File: config.mk
export PLATFORM = sky130hd
export DESIGN_NAME = toysram_scan_ctl
export DESIGN_NICKNAME = d
export VERILOG_FILES = /design/src/rtl/toysram_scan_ctl.sv
export SDC_FILE = /design/constraint.sdc
export NUM_CORES = 1
export LEC_CHECK = 0
export CORE_MARGIN = 1.5
export CORE_UTILIZATION = 50
export DETAILED_ROUTE_END_ITERATION = 10
export PLACE_DENSITY_LB_ADDON = 0.1
export SLEW_MARGIN = 20
export SYNTH_ARGS = -nofsm -noshare
export SYNTH_HDL_FRONTEND = slang
export SYNTH_SLANG_ARGS = --single-unit
export TNS_END_PERCENT = 30
File: constraint.sdc
create_clock -name clk_i -period 2.89 [get_ports clk_i]
set_input_delay 0.7225 -clock clk_i [delete_from_list [all_inputs] [get_ports clk_i]]
set_output_delay 0.7225 -clock clk_i [all_outputs]
set_load 0.03 [all_outputs]
File: src/rtl/toysram_scan_ctl.sv
// rtl/toysram_scan_ctl.sv - scan sequencer for the toy-SRAM 128-bit test chain
// Shifts a latched value through the chain, captures scan_do, and optionally re-shifts to verify.
module toysram_scan_ctl #(
   parameter int SCAN_LEN = 128,
   parameter int HALF_PER = 4
) (
   input  logic                clk_i,
   input  logic                rst_ni,
   input  logic                start_i,
   input  logic                mode_i,
   input  logic [SCAN_LEN-1:0] load_val_i,
   input  logic                abort_i,
   output logic                busy_o,
   output logic                done_o,
   output logic                aborted_o,
   output logic                mismatch_o,
   output logic [SCAN_LEN-1:0] out_val_o,
   output logic                te_o,
   output logic                scan_clk_o,
   output logic                scan_di_o,
   input  logic                scan_do_i
);
   localparam int TW = (HALF_PER < 2) ? 1 : $clog2(HALF_PER);
   localparam int BW = $clog2(SCAN_LEN);

   localparam logic [2:0] S_IDLE  = 3'd0;
   localparam logic [2:0] S_SETUP = 3'd1;
   localparam logic [2:0] S_LOW   = 3'd2;
   localparam logic [2:0] S_HIGH  = 3'd3;
   localparam logic [2:0] S_HOLD  = 3'd4;
   localparam logic [2:0] S_DONE  = 3'd5;

   if (HALF_PER < 2) begin : g_half_per_chk
      $error("HALF_PER must be 2 or more");
   end

   logic [2:0]          state_q, state_d;
   logic [TW-1:0]       tmr_q, tmr_d;
   logic [BW-1:0]       bit_q, bit_d;
   logic                pass_q, pass_d;
   logic                mode_q, mode_d;
   logic [SCAN_LEN-1:0] sr_q, sr_d;
   logic [SCAN_LEN-1:0] lat_q, lat_d;
   logic [SCAN_LEN-1:0] out_q, out_d;
   logic                aborted_q, aborted_d;
   logic                mismatch_q, mismatch_d;
   logic                last_tick;

   always_comb begin
      state_d    = state_q;
      bit_d      = bit_q;
      pass_d     = pass_q;
      mode_d     = mode_q;
      sr_d       = sr_q;
      lat_d      = lat_q;
      out_d      = out_q;
      aborted_d  = aborted_q;
      mismatch_d = mismatch_q;
      last_tick  = (tmr_q == TW'(HALF_PER - 1));
      tmr_d      = last_tick ? '0 : tmr_q + 1'b1;
      case (state_q)
         S_IDLE, S_DONE: begin
            tmr_d   = '0;
            state_d = S_IDLE;
            if (start_i) begin
               state_d    = S_SETUP;
               sr_d       = load_val_i;
               lat_d      = load_val_i;
               mode_d     = mode_i;
               out_d      = '0;
               mismatch_d = 1'b0;
               aborted_d  = 1'b0;
               bit_d      = '0;
               pass_d     = 1'b0;
            end
         end
         S_SETUP, S_LOW: begin
            // abort beats the capture on the final LOW cycle, so out_val holds only completed bits
            if (abort_i) begin
               state_d   = S_HOLD;
               tmr_d     = '0;
               aborted_d = 1'b1;
            end else if (last_tick) begin
               if (state_q == S_LOW) begin
                  out_d   = {out_q[SCAN_LEN-2:0], scan_do_i};
                  state_d = S_HIGH;
               end else begin
                  state_d = S_LOW;
               end
            end
         end
         S_HIGH: begin
            if (abort_i) aborted_d = 1'b1;
            if (last_tick) begin
               sr_d    = {sr_q[SCAN_LEN-2:0], 1'b0};
               bit_d   = bit_q + 1'b1;
               state_d = S_LOW;
               if (abort_i || aborted_q) begin
                  state_d = S_HOLD;
               end else if (bit_q == BW'(SCAN_LEN - 1)) begin
                  if (mode_q && !pass_q) begin
                     pass_d = 1'b1;
                     bit_d  = '0;
                     sr_d   = lat_q;
                     out_d  = '0;
                  end else begin
                     state_d = S_HOLD;
                  end
               end
            end
         end
         S_HOLD: begin
            if (last_tick) begin
               state_d    = S_DONE;
               mismatch_d = mode_q && !aborted_q && (out_q != lat_q);
            end
         end
         default: state_d = S_IDLE;
      endcase
   end

   always_ff @(posedge clk_i or negedge rst_ni) begin
      if (!rst_ni) begin
         state_q    <= S_IDLE;
         tmr_q      <= '0;
         bit_q      <= '0;
         pass_q     <= 1'b0;
         mode_q     <= 1'b0;
         sr_q       <= '0;
         lat_q      <= '0;
         out_q      <= '0;
         aborted_q  <= 1'b0;
         mismatch_q <= 1'b0;
      end else begin
         state_q    <= state_d;
         tmr_q      <= tmr_d;
         bit_q      <= bit_d;
         pass_q     <= pass_d;
         mode_q     <= mode_d;
         sr_q       <= sr_d;
         lat_q      <= lat_d;
         out_q      <= out_d;
         aborted_q  <= aborted_d;
         mismatch_q <= mismatch_d;
      end
   end

   // pin outputs decode the state flops directly so reset drops them asynchronously
   assign busy_o     = (state_q != S_IDLE) && (state_q != S_DONE);
   assign te_o       = busy_o;
   assign done_o     = (state_q == S_DONE);
   assign scan_clk_o = (state_q == S_HIGH);
   assign scan_di_o  = ((state_q == S_LOW) || (state_q == S_HIGH)) && sr_q[SCAN_LEN-1];
   assign aborted_o  = aborted_q;
   assign mismatch_o = mismatch_q;
   assign out_val_o  = out_q;
endmodule

; ---- Word-level counts from Yosys, hierarchy flattened
; Cells that the tools add are included.
[totals]
regBits = 400
inputBits = 134
out_inout_bits = 135
word_cells = 101
[op_classes]
addsub = 2
n_eq_ne = 20
mux = 44
reduce_logical = 25
[op_table]
columns = operator, n
row1 = 128-bit 2-to-1 mux, 13
row2 = 128-bit one-hot mux with 3 select lines, 1
row3 = 128-bit one-hot mux with 2 select lines, 1
row4 = 128-bit inequality test, 1
row5 = 7-bit 2-to-1 mux, 5
row6 = 3-bit 2-to-1 mux, 7
row7 = 7-bit one-hot mux with 2 select lines, 1
row8 = "2-bit inequality test, second input constant", 6
row9 = 3-bit one-hot mux with 4 select lines, 1
row10 = 3-bit AND reduction, 4
row11 = 1-bit 2-to-1 mux, 9
row12 = 9-bit AND reduction, 1
row13 = "2-bit by 1-bit inequality test with 1-bit output, second input constant", 4
row14 = "7-bit by 1-bit adder with 7-bit output, second input constant", 1
row15 = "7-bit equality test, second input constant", 1
row16 = "3-bit by 2-bit equality test with 1-bit output, second input constant", 2
row17 = "3-bit equality test, second input constant", 2
row18 = "3-bit inequality test, second input constant", 2
row19 = 1-bit one-hot mux with 2 select lines, 3
row20 = 6-bit AND reduction, 1
row21 = 2-bit nonzero test, 3
row22 = 3-bit nonzero test, 2
row23 = 1-bit logical AND, 5
row24 = 2-bit 2-to-1 mux, 2
row25 = other kinds (10), 13

; ---- Longest topological paths before layout
[depth]
depth_word = 7
ltp_mapped = 12
ltp_nobuf = 7

; ---- Worst setup path before layout
; OpenSTA, ideal clock, no wires.
[synth_path]
kind = in2reg
from = input port abort_i
to = register out_q[100] (netlist: out_val_o[100])
setup_ns = 0.132
arrival_time_ns = 2.137
required_time_ns = 2.758
setup_slack_ns = 0.621
cell_stages = 11
path_buffers = 6
cell_sequence = clkbuf_1 -> nor3_1 -> nand3_1 -> buf_2 -> a22o_1 -> buf_6 -> buf_6 -> buf_6 -> buf_6 -> nand2_1 -> o21ai_1
[synth_between]
elab_chain_cells = 3
word_cells_on_any_way = 4
cone_classes = eq/ne: 2 / reduce/logical: 2
[synth_lines]
columns = item, line
row1 = "start, declared", 12  ; input logic abort_i,
row2 = 1-bit logical OR, 98  ; if (abort_i || aborted_q) begin
row3 = 2-bit inequality test (no source line), --
row4 = 9-bit AND reduction (no source line) (*), --
row5 = "end signal, assigned", 142  ; out_q <= out_d;
row6 = "end, declared", 44  ; logic [SCAN_LEN-1:0] out_q, out_d;
; Every way passes the cells marked *; elsewhere a longest branch is shown, timed or not.
; A chain may end at the register's enable or synchronous reset.

; ---- Final worst setup path
[layout_path]
from = register state_q[0]
to = output port scan_clk_o
[layout_between]
elab_chain_cells = 1
[layout_lines]
columns = item, line
row1 = "start, declared", 37  ; logic [2:0] state_q, state_d;
row2 = "start signal, assigned", 135  ; state_q <= state_d;
row3 = 3-bit by 2-bit equality test with 1-bit output, 152  ; assign scan_clk_o = (state_q == S_HIGH);
row4 = "end, declared", 19  ; output logic scan_clk_o,
; Every way passes these cells.

==> results.yml <==
timing:
  worst_pin_slew_ns: 0.876
  grt_setup_unrepaired: "no"
  final.min_clock_period_ns: 2.80
  slew_viol_final: 0
  skew_ns: 0.0197
  timing.fmax_mhz: 358
  hold_viol: 0
  setup_tns_ns: 0
  setup_viol: 0
  min_period_over_period_pct: 96.7
  timing.slew.headroom_pct: 41.6
  holdWs_ns: 0.102
status:
  status: "completed"
floorplan:
  core_sq_mm: 0.0377
  rows: 71
  dieHeight_um: 199
  initial_core_util_pct: 50.7
  die-width_um: 199
  die-area_sq_mm: 0.0394
  ios: 269
clock_tree:
  clk_latency_ns: 0.55
  clk_pin_slew_ns: 0.06
  ctsRootBufferMaster: "clkbuf_16"
  cts_setup_buffers: 0
  clkSinkCount: 400
  clock_path_buffers: 3
  tritoncts: "done"
  numCtsBuffers: 44
  htreeDepth: 2
yosys:
  synth_ff_type: "dfrtp_1"
  synth_edf_count: 0
  synthArstFlopShare_pct: 100
  yosys.area.top_type: "dfrtp_1"
  yosys_warnings: 0
  synth_commonest_cells: "dfrtp_1, nand2_1, o21ai_0"
  yosysMostFrequentCell: "dfrtp_1"
  ys_types: 37
  synth-seq-cells: 400
  synth_top_area_share_pct: 52.4
  synth_area_leaders: "dfrtp_1, mux2_2, mux2i_1, xnor2_1, o21ai_0"
  ys_seq_area_share_pct: 52.4
  synthesis.area_sq_mm: 0.0191
  syn_inst: 1820
  postSynthAreaPerCell_sq_um: 10.5
  syn-num-nets: 1956
cells_and_area:
  fin_cells: 2585
  area_growth_pct: 24.7
  fin_util_pct: 63.3
  drive_gt1_share_pct: 11.9
  nets: 2172
route:
  drc_errors: 0
  via_count: 14600
  wl_um: 55900
  viasPerCell: 5.66
  drt_iter0_markers: 864
  ant_nets: 0
  wl_per_cell_um: 21.6
  dr.pass1.iters: 5
power_and_ir_drop:
  pwr-share-seq_pct: 40.3
  power.density_mw_per_mm2: 937
  vdd_ir_drop_max_mv: 0.545
  swShare_pct: 35.8
  power_switching_mw: 7.99
  p_int_mw: 14.3
  clockPowerShare_pct: 24.7
  combPwrFrac_pct: 34.9
  p_leak_nw: 11.0
placement:
  numPortBuffers: 268
  place_congestion: 0.849
  dp.cells: 2501
  hpwl_um: 38700
global_routing:
  grt_pass1_vias: 14300
  antenna_found_initial: 4
  grt_pass1_wl_um: 85200
  grt_max_degree: 102
  groute.usage.overall_pct: 28.6
  overflow: 0
setup_path:
  rr_endpoint: "mismatch_o"
  end_kind: "output pin"
  worst_r2r_path_depth: 6
  r2r_slack_ns: 0.27
  critPathMaxFanout: 15
  crit_required_ns: 2.17
  crit_type: "flip-flop to output pin"
  arrival_ns: 2.07
  critPathLaunchType: "flip-flop"
  worstReg2RegStart: "out_val_o[52]"
worst_hold_path:
  hp-class: "input port to async pin"
job:
  cap_violations: 0
[critical path, stage by stage (launching register included)]
cell             delay [ns]
dfrtp_2                0.52
nand2_1                0.20
nor2_4                 0.14
clkdlybuf4s50_1        0.67
[cells by family after synthesis]
family | synth area share (%)
mux | 14.4
xor+xnor | 6.14
fa+ha+maj | 0.131
simple gates | 7.65
buf+inv | 3.38
flops | 52.4
compound gates | 15.9
[power groups by stage]
stage | Sequential, mW | Clock (mW) | Combinational (mW)
detailed placement | 9.08 | 0 | 7.80
global placement | 8.99 | 0 | 7.64
global route | 9.25 | 5.82 | 8.43
floorplan | 8.65 | 0 | 5.47
CTS | 8.99 | 5.61 | 7.81
finish | 9.01 | 5.53 | 7.80
[routing by layer]
| layer | wire length [um] | track usage [%] | vias to the layer above |
|---|---|---|---|
| met3 | 3680 | 4.97 | 69 |
| met2 | 25700 | 44.9 | 455 |
| met1 | 25100 | 40.8 | 7309 |
| met4 | 1370 | 8.16 | 2 |
| li1 | - | - | 6790 |
| met5 | 13 | 0 | - |
[through the flow]
step,power [mW],area [sq um],setup slack [ns]
floorplan,14.1,19100,0.621
global placement,16.6,22400,0.231
detailed placement,16.9,22400,0.185
finish,22.3,23800,0.0948
global route,23.5,23800,0.00359
CTS,22.4,23800,0.00741
[final cells by class]
cell class                      instances  area (sq um)
Timing Repair Buffer                  305          3220
Clock inverter                          9          56.3
Inverter                                4          15.0
Sequential cell                       400         10000
Antenna cell                            3          7.51
Fill cell                            3101         13800
Clock buffer                           72          1380
Multi-Input combinational cell       1281          8520
Tap cell                              511           639
[timing repair]
| item | 4_1_cts | 5_1_grt |
|---|---|---|
| hold buffers | 0 | 0 |
| endpoints found under the setup margin | 5 | 2 |
| resized for setup | 4 | 2 |
[worst max-delay path by stage]
stage	from	end	slack, ns	cells after the start
after floorplan	abort_i	out_val_o[100]	0.62	11
after global placement	abort_i	pass_q	0.23	8
after detailed placement	abort_i	bit_q[2]	0.19	7
after CTS	state_q[2]	scan_di_o	0.007	3
after global routing	state_q[0]	scan_clk_o	0.004	3
final	state_q[0]	scan_clk_o	0.09	3
[registers in the layout (all words and copies together) (netlist names)]
signal,flops
lat_q,128
bit_q,7
out_val_o,128
pass_q,1
sr_q,128
aborted_o,1
mismatch_o,1
state_q,3
mode_q,1
tmr_q,2
[cell usage in the layout (no fill, tap or decap), types with 3 or more instances in the layout]
cell	synthesis	layout
a21o_1	128	127
clkbuf_1	66	12
mux2_2	129	129
inv_6	0	3
xnor2_1	128	128
and3_1	4	4
diode_2	0	3
o21ai_0	222	222
clkbuf_16	0	45
buf_4	1	17
nand2_1	271	271
clkdlybuf4s50_1	0	263
o21ai_1	40	40
a31oi_1	3	3
nand4_1	36	36
nor2_1	14	12
a21oi_1	136	135
inv_1	4	4
clkinv_2	0	6
nor4_1	9	9
buf_12	0	20
dfrtp_1	400	398
clkbuf_8	0	15
mux2i_1	130	130
xor2_1	6	6
Note: power is estimated with default switching activity, not from simulation.
